===== src/rtl/ssd_write_scheduler.sv =====
// Two-requester scheduler: saturates a 14-bit value, converts it to 4 BCD digits
// by serial double-dabble and writes them to a 7-seg display port, thousands first.
// Define SSD_SCHED_ROUND_ROBIN_EN for round-robin arbitration; default is fixed priority (req0 wins).
module ssd_write_scheduler #(
  parameter int WR_GAP = 1
) (
  input  logic        clk,
  input  logic        reset,
  input  logic        req0,
  input  logic [13:0] val0,
  output logic        ack0,
  input  logic        req1,
  input  logic [13:0] val1,
  output logic        ack1,
  output logic        busy,
  output logic        ovf,
  output logic [3:0]  num,
  output logic [1:0]  sel,
  output logic        wr
);

  typedef enum logic [1:0] {IDLE, CONV, WRITE, DONE} state_t;

  localparam logic [3:0] GAP = 4'(WR_GAP);

  state_t      state, state_n;
  logic [29:0] sh, sh_n, step;      // {bcd[15:0], bin[13:0]}
  logic [3:0]  cnt, cnt_n;          // conversion step / gap counter
  logic [1:0]  dig, dig_n;
  logic        gnt, gnt_n;          // 1 = requester 1 owns the transfer
  logic [3:0]  num_n;
  logic [1:0]  sel_n;
  logic        wr_n, ack0_n, ack1_n, busy_n, ovf_n;
  logic        pick1;
  logic [13:0] val_sel, val_sat;

`ifdef SSD_SCHED_ROUND_ROBIN_EN
  logic last;  // requester granted most recently; reset to 1 so req0 wins first
  assign pick1 = req1 & (~req0 | ~last);
  always_ff @(posedge clk) begin
    if (reset)                                last <= 1'b1;
    else if (state == IDLE && (req0 | req1))  last <= pick1;
  end
`else
  assign pick1 = req1 & ~req0;
`endif

  assign val_sel = pick1 ? val1 : val0;
  assign val_sat = (val_sel > 14'd9999) ? 14'd9999 : val_sel;

  function automatic logic [29:0] dd_step(input logic [29:0] s);
    logic [29:0] t;
    t = s;
    for (int i = 0; i < 4; i++)
      if (t[14+4*i +: 4] >= 4'd5) t[14+4*i +: 4] = t[14+4*i +: 4] + 4'd3;
    return {t[28:0], 1'b0};
  endfunction

  function automatic logic [3:0] digit(input logic [29:0] s, input logic [1:0] k);
    case (k)
      2'd0:    digit = s[29:26];
      2'd1:    digit = s[25:22];
      2'd2:    digit = s[21:18];
      default: digit = s[17:14];
    endcase
  endfunction

  assign step = dd_step(sh);

  always_comb begin
    state_n = state;
    sh_n    = sh;
    cnt_n   = cnt;
    dig_n   = dig;
    gnt_n   = gnt;
    num_n   = num;
    sel_n   = sel;
    wr_n    = 1'b0;
    ack0_n  = 1'b0;
    ack1_n  = 1'b0;
    busy_n  = busy;
    ovf_n   = ovf;
    case (state)
      IDLE: if (req0 | req1) begin
        state_n = CONV;
        gnt_n   = pick1;
        sh_n    = {16'd0, val_sat};
        ovf_n   = (val_sel > 14'd9999);
        cnt_n   = 4'd0;
        busy_n  = 1'b1;
      end
      CONV: begin
        sh_n  = step;
        cnt_n = cnt + 4'd1;
        // last step: launch the thousands digit straight from the final shift
        if (cnt == 4'd13) begin
          state_n = WRITE;
          wr_n    = 1'b1;
          sel_n   = 2'd0;
          num_n   = step[29:26];
          dig_n   = 2'd0;
          cnt_n   = 4'd0;
        end
      end
      WRITE: begin
        if (cnt == GAP) begin
          if (dig == 2'd3) begin
            state_n = DONE;
            ack0_n  = ~gnt;
            ack1_n  = gnt;
          end else begin
            dig_n = dig + 2'd1;
            wr_n  = 1'b1;
            sel_n = dig + 2'd1;
            num_n = digit(sh, dig + 2'd1);
            cnt_n = 4'd0;
          end
        end else begin
          cnt_n = cnt + 4'd1;
        end
      end
      DONE: begin
        state_n = IDLE;
        busy_n  = 1'b0;
      end
      default: state_n = IDLE;
    endcase
  end

  always_ff @(posedge clk) begin
    if (reset) begin
      state <= IDLE;
      sh    <= '0;
      cnt   <= '0;
      dig   <= '0;
      gnt   <= 1'b0;
      num   <= '0;
      sel   <= '0;
      wr    <= 1'b0;
      ack0  <= 1'b0;
      ack1  <= 1'b0;
      busy  <= 1'b0;
      ovf   <= 1'b0;
    end else begin
      state <= state_n;
      sh    <= sh_n;
      cnt   <= cnt_n;
      dig   <= dig_n;
      gnt   <= gnt_n;
      num   <= num_n;
      sel   <= sel_n;
      wr    <= wr_n;
      ack0  <= ack0_n;
      ack1  <= ack1_n;
      busy  <= busy_n;
      ovf   <= ovf_n;
    end
  end

endmodule


===== config.mk =====
export PLATFORM = sky130hd
export DESIGN_NAME = ssd_write_scheduler
export DESIGN_NICKNAME = d
export VERILOG_FILES = /design/src/rtl/ssd_write_scheduler.sv
export SDC_FILE = /design/constraint.sdc
export NUM_CORES = 1
export LEC_CHECK = 0
export ABC_AREA = 0
export ABC_CLOCK_PERIOD_IN_PS = 2300
export CAP_MARGIN = 20
export CORE_ASPECT_RATIO = 0.8
export CORE_MARGIN = 2
export CORE_UTILIZATION = 30
export DETAILED_ROUTE_END_ITERATION = 12
export GPL_TIMING_DRIVEN = 1
export SETUP_SLACK_MARGIN = 0.5
export SLEW_MARGIN = 20
export SYNTH_ARGS = -nofsm -noshare
export SYNTH_HDL_FRONTEND = slang
export SYNTH_SLANG_ARGS = --single-unit

===== constraint.sdc =====
create_clock -name clk -period 2.3 [get_ports clk]
set_clock_uncertainty 0.05 [all_clocks]
set_input_delay 0.345 -clock clk [delete_from_list [all_inputs] [get_ports clk]]
set_output_delay 0.345 -clock clk [all_outputs]
set_load 0.02 [all_outputs]

==> results by group, run 1 <==
Layout
  • Ant diodes: 0
  • Fin area: 4050 µm²
  • Area added between synthesis and finish: 38.5%
  • Nets: 455
  • Fillers: 914
  • Fraction of layout instances using a drive strength above 1: 0.240
  • Area of the multi-input gates: 1980 µm²
  • Register area: 973 µm²

Detailed routing
  • WL met1: 3750 µm
  • Avg WL per Cell: 14.3 µm
  • First-pass DRT Iterations: 5
  • Top Metal Used: met4
  • Met2 Wirelength: 3460 µm
  • Initial detailed-routing violation count: 108
  • Detail Route Antenna Nets: 0
  • Final wirelength: 7460 µm
  • # DRC: 0
  • Via count: 2705
  • Via density: 5.17
  • Metal3 WL: 174 µm

Setup path
  • Worst Path Required: 2.41 ns
  • Crit Path Category: register to register
  • FF-to-FF path depth: 7
  • CP Data Arrival Time: 1.96 ns
  • Crit. End Element: register
  • CP max FO: 5
  • CP Launch Type: register

Clock network
  • Clk_lat worst skew: 0.28 ns
  • Clock Path Buffers: 2
  • Root Driver: clkbuf_16
  • TritonCTS Sinks: 48
  • CTS tree: done
  • CTS buffer count: 5
  • H-tree depth: 2
  • Clock transition at path regs: 0.06 ns

Die
  • Core box area: 9570 µm²
  • Ports: 43
  • Initial Util: 0.306
  • Die W: 114 µm
  • # rows: 32
  • Die area: 10600 µm²
  • Vert. Die Dim: 92.3 µm

Timing
  • Count of final max-slew check failures: 0
  • Fmax: 543 MHz
  • Part of the cycle the worst path needs: 0.801
  • Worst-Margin Slew: 0.397 ns
  • Hold WS: 0.314 ns
  • Final setup fails: 0
  • Final hold vios: 0
  • RSZ-0062 raised after global routing: true
  • Final min period: 1.84 ns
  • Slew HR: 0.733

Yosys
  • Mapped Cells: 334
  • Post-synth EDFFs: 0
  • Top-count cell post-synth: dfxtp_1
  • Post-Synthesis Net Count: 386
  • Post-synth top area cell: dfxtp_1
  • FFs w/ async S/R, synth: 0
  • Commonest cells post-synth: dfxtp_1 (48), nor2_1 (32), a21oi_1 (29)
  • Synth Warn #: 0
  • Main synth FF type: dfxtp_1
  • Synth unique cells: 52
  • Synthesized area: 2920 µm²
  • #FFs+latches synth: 48
  • Top area cells in the synthesized netlist: dfxtp_1 (33%), ha_1 (8.6%), mux2i_1 (5.5%)
  • Share of the yosys chip area belonging to registers: 0.329
  • Avg Inst Size Synth: 8.75 µm²
  • Post-synth top area share: 0.329

Worst hold path
  • Hold-critical path depth: 3
  • Worst min path class: primary input to register

Place
  • Final HPWL DP: 5000 µm
  • RD Place Congestion: 0.803
  • Port bufs: 42
  • Placed instance area: 3530 µm²

GRT
  • Grt total ovfl: 0
  • First-pass GRT wire length: 12200 µm
  • Vias in the first global route: 2641
  • Largest net degree at the start of global routing: 50
  • Initial antenna violation count: 0
  • Total GRT Usage: 0.141

Run
  • Max cap viols: 0

Power
  • Pwr/cell area: 947 nW/µm²
  • Tot Pwr: 3.84 mW
  • Leak: 1.59 nW
  • VDD IR max: 0.499 mV

Status
  • Status: finished, final reports clean
## sequential cells by signal (all words and copies together) (netlist names)
name	count
ack0	1
ack1	1
busy	1
cnt	4
dig	2
gnt	1
num	4
ovf	1
sh	30
state	2
wr	1
## worst paths after layout
check / startpoint / end / slack (ns)
setup / recovery: state[1]$_SDFFE_PP0P_ / num[0]$_SDFFE_PP0P_ / 0.46
hold reg to reg: sh[9]$_SDFFE_PP0P_ / sh[9]$_SDFFE_PP0P_ / 0.42
setup reg to reg: state[1]$_SDFFE_PP0P_ / num[0]$_SDFFE_PP0P_ / 0.46
hold / removal: val0[4] / sh[4]$_SDFFE_PP0P_ / 0.31
## layout by cell type (no fill, tap or decap), drive strengths merged, types with 3 or more instances in the layout
cell,Yosys,routed
mux2i,16,16
nand2,16,16
nand2b,6,6
clkdlybuf4s15,0,3
clkbuf,9,7
nor3,9,9
a222oi,5,5
nand3,6,6
dfxtp,48,48
a211oi,8,8
nor2b,6,6
o21ai,13,13
o22ai,5,5
a21oi,29,29
a2bb2oi,3,3
and2,5,5
dlygate4sd2,0,12
or4,4,4
and3,4,5
clkdlybuf4s50,0,22
inv,20,20
a221oi,3,3
nor3b,10,10
ha,20,20
or2,3,3
buf,10,41
nor2,32,32
a22oi,14,14
xnor2,4,4
## cell families (layout without fill, tap and decap cells)
| logic type | Yosys count | after routing | share of synthesized area |
|---|---|---|---|
| adders and majority gates | 20 | 20 | 0.0856 |
| muxes | 17 | 17 | 0.0586 |
| and+or+nand+nor | 110 | 111 | 0.206 |
| buffers and inverters | 39 | 108 | 0.0736 |
| xor gates and xnor gates | 6 | 6 | 0.0180 |
| DFF | 48 | 48 | 0.329 |
| AOI/OAI and AO/OA | 94 | 94 | 0.230 |
## final cells by class
| type | count | share of cell area |
|---|---|---|
| multi-input combinational | 248 | 0.490 |
| sequential | 48 | 0.240 |
| timing repair buffer | 80 | 0.176 |
| tap | 119 | 0.0368 |
| clock buffer | 6 | 0.0343 |
| inverter | 20 | 0.0204 |
| clock inverter | 2 | 0.00247 |
## where the power goes
group	total (mW)	internal (mW)	switching, mW
sequential	1.12	0.994	0.128
combinational	1.98	0.968	1.01
clock	0.736	0.429	0.307
total	3.84	2.39	1.44
## worst max-delay path, stage by stage, from the launching register on
cell	delay [ns]
dfxtp_4	0.37
inv_4	0.05
ha_4	0.15
or4b_4	0.52
o211ai_4	0.13
and3_4	0.26
o211a_1	0.15
nor3_1	0.05
## what timing repair did
action                                  CTS  global route
hold buffers                              0             0
endpoints found under the setup margin   36            33
gates resized for setup                  63            27
buffers inserted                          7            12
pin swaps                                17            17
gates cloned                              2             1
hold endpoints to repair                  0             0
## per-layer routing
metal / track usage / vias to the layer above
met4: 0.0295 / 0
met3: 0.0262 / 9
met5: 0 / -
met2: 0.230 / 37
met1: 0.194 / 1302
li1: - / 1357
## stage by stage
| step | worst slack, ns | utilization | std cells | TNS, ns |
|---|---|---|---|---|
| 2_1_floorplan | 0.406 | - | 334 | 0 |
| 3_3_place_gp | 0.0504 | 0.368 | 493 | 0 |
| 3_5_place_dp | -0.0222 | 0.368 | 493 | -0.0309 |
| 4_1_cts | 0.469 | 0.402 | 510 | 0 |
| 5_1_grt | 0.379 | 0.423 | 523 | 0 |
| 6_report | 0.458 | 0.423 | 523 | 0 |
Note: power is estimated with default switching activity, not from simulation.
==> run 2: changes to the inputs <==
--- a/config.mk
+++ b/config.mk
@@ -6,7 +6,7 @@
 export NUM_CORES = 1
 export LEC_CHECK = 0
 export ABC_AREA = 0
-export ABC_CLOCK_PERIOD_IN_PS = 2300
+export ABC_CLOCK_PERIOD_IN_PS = 1600
 export CAP_MARGIN = 20
 export CORE_ASPECT_RATIO = 0.8
 export CORE_MARGIN = 2
==> constraint.sdc (replaced) <==
create_clock -name clk -period 1.6 [get_ports clk]
set_clock_uncertainty 0.05 [all_clocks]
set_input_delay 0.24 -clock clk [delete_from_list [all_inputs] [get_ports clk]]
set_output_delay 0.24 -clock clk [all_outputs]
set_load 0.02 [all_outputs]
==> results by group, run 2 (synthesized netlist as in run 1, its figures left out) <==
Timing
  • Final min period: 1.89 ns (+0.0497 ns)
  • RSZ-0062 raised after global routing: true
  • Final hold vios: 0 (unchanged)
  • Slew HR: 0.721 (-0.0115)
  • Part of the cycle the worst path needs: 1.18 (+0.381)
  • Final setup fails: 42 (+42)
  • Count of final max-slew check failures: 0 (unchanged)
  • Fmax: 529 MHz (-2.6%)
  • Final setup margin: -0.292 ns (-0.750 ns)
  • Worst-Margin Slew: 0.417 ns (+0.0205 ns)
  • Setup TNS: -8.67 ns (-8.67 ns)
  • Hold WS: 0.274 ns (-0.0401 ns)

Setup path
  • Critical path startpoint: state[0]$_SDFFE_PP0P_
  • CP Launch Type: register
  • R2r endpoint: sh[6]$_SDFFE_PP0P_
  • CP Capture Point: sh[6]$_SDFFE_PP0P_
  • Crit Path Category: register to register
  • CP max FO: 6 (+1)
  • R2r startpoint: state[0]$_SDFFE_PP0P_
  • FF-to-FF path depth: 9 (+2)
  • Worst Path Required: 1.75 ns (-0.66 ns)
  • Crit. End Element: register
  • R2r setup slk: -0.29 ns (-0.75 ns)
  • CP Data Arrival Time: 2.04 ns (+0.08 ns)

Layout
  • Fin area: 4650 µm² (+15%)
  • Biggest register: sh
  • Ant diodes: 0 (unchanged)
  • Max reg flops: 30 (unchanged)
  • Top Registers: sh: 30 flops, cnt: 4 flops, num: 4 flops
  • Commonest non-fill, non-tap cell in the layout: buf_4
  • Final std cells w/o fill: 575 (+9.9%)
  • Fraction of layout instances using a drive strength above 1: 0.447 (+0.207)
  • Area added between synthesis and finish: 59.1%
  • Most frequent cells in the layout: buf_4 (71), dfxtp_1 (41), nor2_1 (31), a21oi_1 (23)
  • Nets: 507 (+11%)
  • Fin util: 0.486 (+0.0628)

Run
  • Max cap viols: 0 (unchanged)

Worst hold path
  • Hold-critical path depth: 3 (unchanged)
  • Worst min path class: primary input to register

Detailed routing
  • Via count: 2971 (+9.8%)
  • Via density: 5.17 (about the same)
  • Avg WL per Cell: 14.8 µm (+3.7%)
  • # DRC: 0 (unchanged)
  • Detail Route Antenna Nets: 0 (unchanged)
  • Final wirelength: 8510 µm (+14%)
  • First-pass DRT Iterations: 6 (+1)
  • Initial detailed-routing violation count: 132 (+22%)

Status
  • Failing checks: negative setup slack
  • Status: finished with violations

Place
  • Inst Count DP: 541 (+9.7%)
  • Place WS: -0.631 ns (-0.609 ns)
  • Final HPWL DP: 5460 µm (+9.1%)
  • RD Place Congestion: 0.773 (-3.8%)
  • Port bufs: 42 (unchanged)
  • Placed instance area: 3940 µm² (+12%)

Clock network
  • CTS tree: done
  • TritonCTS Sinks: 48 (unchanged)
  • Clock Path Buffers: 2 (unchanged)
  • Clock transition at path regs: 0.06 ns (about the same)
  • Clk_lat worst skew: 0.28 ns (about the same)
  • Root Driver: clkbuf_16
  • CTS buffer count: 5 (unchanged)
  • H-tree depth: 2 (unchanged)

Die
  • Die W: 114 µm (unchanged)
  • # rows: 32 (unchanged)
  • Core box area: 9570 µm² (unchanged)
  • Ports: 43 (unchanged)
  • Vert. Die Dim: 92.3 µm (unchanged)
  • Initial Util: 0.306 (unchanged)
  • Die area: 10600 µm² (unchanged)

Power
  • Pwr/cell area: 1410 nW/µm² (+49%)
  • Leak: 1.91 nW (+20%)
  • VDD IR max: 0.726 mV (+45%)
  • Tot Pwr: 6.57 mW (+71%)

GRT
  • First-pass GRT wire length: 13400 µm (+9.3%)
  • Initial antenna violation count: 0 (unchanged)
  • Total GRT Usage: 0.154 (+0.0126)
  • Vias in the first global route: 2799 (+6.0%)
  • Grt total ovfl: 0 (unchanged)
  • Largest net degree at the start of global routing: 50 (unchanged)
==> run 2: cell count changes in the layout (fill, tap and decap cells not counted), moves of 7 or more <==
cell,delta
buf_2,+7
buf_4,+42
buf_6,+11
clkdlybuf4s50_1,-10
a22oi_1,-8
dlygate4sd2_1,-11
a22oi_2,+8
==> run 2: layout make-up <==
cell class	instances	area, µm²
multi-input combinational	247	2090
timing repair buffer	133	1210
tap	119	149
sequential	48	975
inverter	20	80.1
clock buffer	6	139
fill	838	4920
clock inverter	2	10.0
==> run 2: power by group <==
group | leakage (nW) | internal (mW) | switching [mW] | total (mW)
sequential | 0.394 | 1.43 | 0.191 | 1.62
clock | 0.0766 | 0.617 | 0.436 | 1.05
combinational | 1.43 | 2.10 | 1.80 | 3.90
==> run 2: what timing repair did <==
action | CTS | global route
gates cloned | 3 | 3
setup endpoints to repair | 58 | 53
resized for setup | 142 | 66
buffers inserted | 12 | 8
pin swaps | 26 | 40
hold buffers | 0 | 0
==> run 2: critical path, stage by stage, from the launching register on <==
cell	delay, ns
dfxtp_4	0.37
inv_4	0.06
ha_4	0.13
or3b_4	0.39
buf_8	0.15
o21ai_4	0.11
buf_6	0.17
buf_16	0.12
a22oi_2	0.05
o22ai_1	0.20
==> run 2: worst min-delay path by stage <==
stage | from | to | slack (ns)
final | val0[6] | sh[6]$_SDFFE_PP0P_ | 0.27
after global routing | req0 | gnt$_SDFFE_PP0P_ | 0.29
after CTS | val0[6] | sh[6]$_SDFFE_PP0P_ | 0.23
after detailed placement | sh[9]$_SDFFE_PP0P_ | sh[9]$_SDFFE_PP0P_ | 0.40
after global placement | sh[9]$_SDFFE_PP0P_ | sh[9]$_SDFFE_PP0P_ | 0.40
after floorplan | req0 | gnt$_SDFFE_PP0P_ | 0.28
==> run 2: metal layers <==
layer / share of wire / vias up / track usage / wire length, µm
li1: - / 1470 / - / -
met1: 0.45 / 1435 / 0.214 / 3830
met3: 0.033 / 2 / 0.0229 / 280
met4: 0.0022 / 0 / 0.0213 / 19
met5: 0 / - / 0 / 0
met2: 0.51 / 64 / 0.256 / 4370
==> run 3: changes to the inputs <==
--- a/config.mk
+++ b/config.mk
@@ -9,7 +9,6 @@
 export ABC_CLOCK_PERIOD_IN_PS = 1600
 export CAP_MARGIN = 20
 export CORE_ASPECT_RATIO = 0.8
-export CORE_MARGIN = 2
 export CORE_UTILIZATION = 30
 export DETAILED_ROUTE_END_ITERATION = 12
 export GPL_TIMING_DRIVEN = 1
==> results by group, run 3 (synthesized netlist as in run 1, its figures left out) <==
GRT
  • Initial antenna violation count: 0 (unchanged)
  • Vias in the first global route: 2719 (-2.9%)
  • First-pass GRT wire length: 13000 µm (-2.7%)
  • Largest net degree at the start of global routing: 35 (-30%)
  • GR Util met2: 0.259 (+0.00239)
  • Grt total ovfl: 0 (unchanged)
  • GRT busiest layer: met2
  • Total GRT Usage: 0.156 (+0.00222)
  • Met1 usage: 0.214 (-0.000736)
  • M3 GR Usage: 0.0201 (-0.00277)

Detailed routing
  • Initial detailed-routing violation count: 126 (-4.5%)
  • Final wirelength: 7810 µm (-8.1%)
  • Avg WL per Cell: 14.1 µm (-4.8%)
  • Detail Route Antenna Nets: 0 (unchanged)
  • Via count: 2829 (-4.8%)
  • Via density: 5.10 (-1.3%)
  • # DRC: 0 (unchanged)
  • First-pass DRT Iterations: 6 (unchanged)

Clock network
  • Clock transition at path regs: 0.07 ns (about the same)
  • TritonCTS Sinks: 48 (unchanged)
  • CTS Hold Bufs: 0 (unchanged)
  • Root Driver: clkbuf_16
  • CTS buffer count: 5 (unchanged)
  • Clock Path Buffers: 2 (unchanged)
  • Clk_lat worst skew: 0.29 ns (about the same)
  • H-tree depth: 2 (unchanged)
  • CTS tree: done

Setup path
  • R2r setup slk: -0.25 ns (+0.04 ns)
  • Crit. End Element: register
  • Worst Path Required: 1.77 ns (+0.02 ns)
  • CP Data Arrival Time: 2.02 ns (-0.02 ns)
  • CP Launch Type: register
  • Crit Path Category: register to register
  • CP max FO: 3 (-3)

Power
  • VDD IR max: 0.771 mV (+6.2%)
  • Clock power share: 0.184 (+0.024)
  • Leak: 1.82 nW (-4.5%)
  • P_int: 4.13 mW (-0.33%)
  • Register share of total power: 0.249 (+0.003)
  • Tot Pwr: 6.45 mW (-1.8%)
  • Net switching power: 2.32 mW (-4.3%)
  • Sw frac: 0.359 (-0.00930)
  • Pwr/cell area: 1440 nW/µm² (+1.6%)
  • Power share of the combinational group: 0.567 (-0.027)

Timing
  • Part of the cycle the worst path needs: 1.16 (-0.0257)
  • Worst-Margin Slew: 0.351 ns (-0.0660 ns)
  • Count of final max-slew check failures: 0 (unchanged)
  • RSZ-0062 raised after global routing: true
  • Final min period: 1.85 ns (-0.0412 ns)
  • Final setup margin: -0.251 ns (+0.0412 ns)
  • Final setup fails: 42 (unchanged)
  • Fmax: 540 MHz (+2.2%)
  • Slew HR: 0.766 (+0.0446)
  • Final hold vios: 0 (unchanged)

Run
  • Max cap viols: 0 (unchanged)

Layout
  • Most frequent cells in the layout: buf_4 (58), dfxtp_1 (39), nor2_1 (30), a21oi_1 (24)
  • Final std cells w/o fill: 555 (-3.5%)
  • Fraction of layout instances using a drive strength above 1: 0.389 (-0.0587)
  • Fillers: 838 (unchanged)
  • Area added between synthesis and finish: 53.7%
  • Biggest register: sh
  • Ant diodes: 0 (unchanged)
  • Max reg flops: 30 (unchanged)
  • Nets: 491 (-3.2%)
  • Fin area: 4490 µm² (-3.4%)
  • Top Registers: sh: 30 flops, cnt: 4 flops, num: 4 flops
  • Commonest non-fill, non-tap cell in the layout: buf_4

Die
  • Core box area: 9270 µm² (-3.1%)
  • Vert. Die Dim: 90.3 µm (-2.2%)
  • Ports: 43 (unchanged)
  • # rows: 31 (-3.1%)
  • Initial Util: 0.315 (+0.00986)
  • Die W: 112 µm (-1.7%)
  • Die area: 10100 µm² (-3.9%)

Status
  • Status: finished with violations
  • Failing checks: negative setup slack

Place
  • Inst Count DP: 534 (-1.3%)
  • Final HPWL DP: 5410 µm (-0.89%)
  • Port bufs: 42 (unchanged)
  • Placed instance area: 3920 µm² (-0.38%)
  • RD Place Congestion: 0.804 (+4.0%)

Worst hold path
  • Worst min path class: primary input to register
run 3: repair_timing:
action | in CTS | in global routing
gates resized for setup | 136 | 41
gates cloned | 2 | 2
setup buffers | 6 | 3
pin swaps | 18 | 23
endpoints found under the setup margin | 59 | 55
run 3: per-stage QoR:
stage           util  setup TNS [ns]  hold slack, ns  setup WS (ns)
2_1_floorplan      -           -7.43           0.284         -0.294
3_3_place_gp   0.423          -17.25           0.395         -0.559
3_5_place_dp   0.423          -18.34           0.405         -0.613
4_1_cts        0.460           -7.35           0.192         -0.239
5_1_grt        0.485          -10.81           0.210         -0.352
6_report       0.485           -7.65           0.199         -0.251
run 3: critical path, stage by stage, from the launching register on:
cell	delay, ns
dfxtp_2	0.35
inv_4	0.05
ha_4	0.15
or4b_4	0.48
o211ai_2	0.09
buf_4	0.14
nand4b_1	0.11
mux2_4	0.29
nor2_2	0.07
run 3: worst paths after layout:
| path | cells past startpoint | from | endpoint |
|---|---|---|---|
| max reg2reg | 8 | state[1]$_SDFFE_PP0P_ | dig[0]$_SDFFE_PP0P_ |
| min reg2reg | 2 | sh[9]$_SDFFE_PP0P_ | sh[9]$_SDFFE_PP0P_ |
| max | 8 | state[1]$_SDFFE_PP0P_ | dig[0]$_SDFFE_PP0P_ |
| min | 3 | val0[7] | sh[7]$_SDFFE_PP0P_ |
run 3: routing by layer:
metal	vias to the layer above	share of wire
li1	1428	-
met1	1352	0.50
met2	41	0.47
met3	8	0.021
met4	0	0.010
met5	-	0
run 3: power groups by stage:
stage	clock network [mW]	logic, mW	registers [mW]
5_1_grt	1.26	3.94	1.63
2_1_floorplan	0	1.68	1.61
3_3_place_gp	0	2.55	1.59
3_5_place_dp	0	2.58	1.59
6_report	1.19	3.66	1.61
4_1_cts	1.21	3.11	1.58
run 3: final cells by class:
| type | instances | area [µm²] | area share |
|---|---|---|---|
| multi-input combinational | 247 | 2010 | 0.448 |
| timing repair buffer | 117 | 1110 | 0.247 |
| sequential | 48 | 980 | 0.218 |
| tap | 115 | 144 | 0.0320 |
| clock buffer | 5 | 125 | 0.0278 |
| inverter | 20 | 80.1 | 0.0178 |
| clock inverter | 3 | 42.5 | 0.00947 |
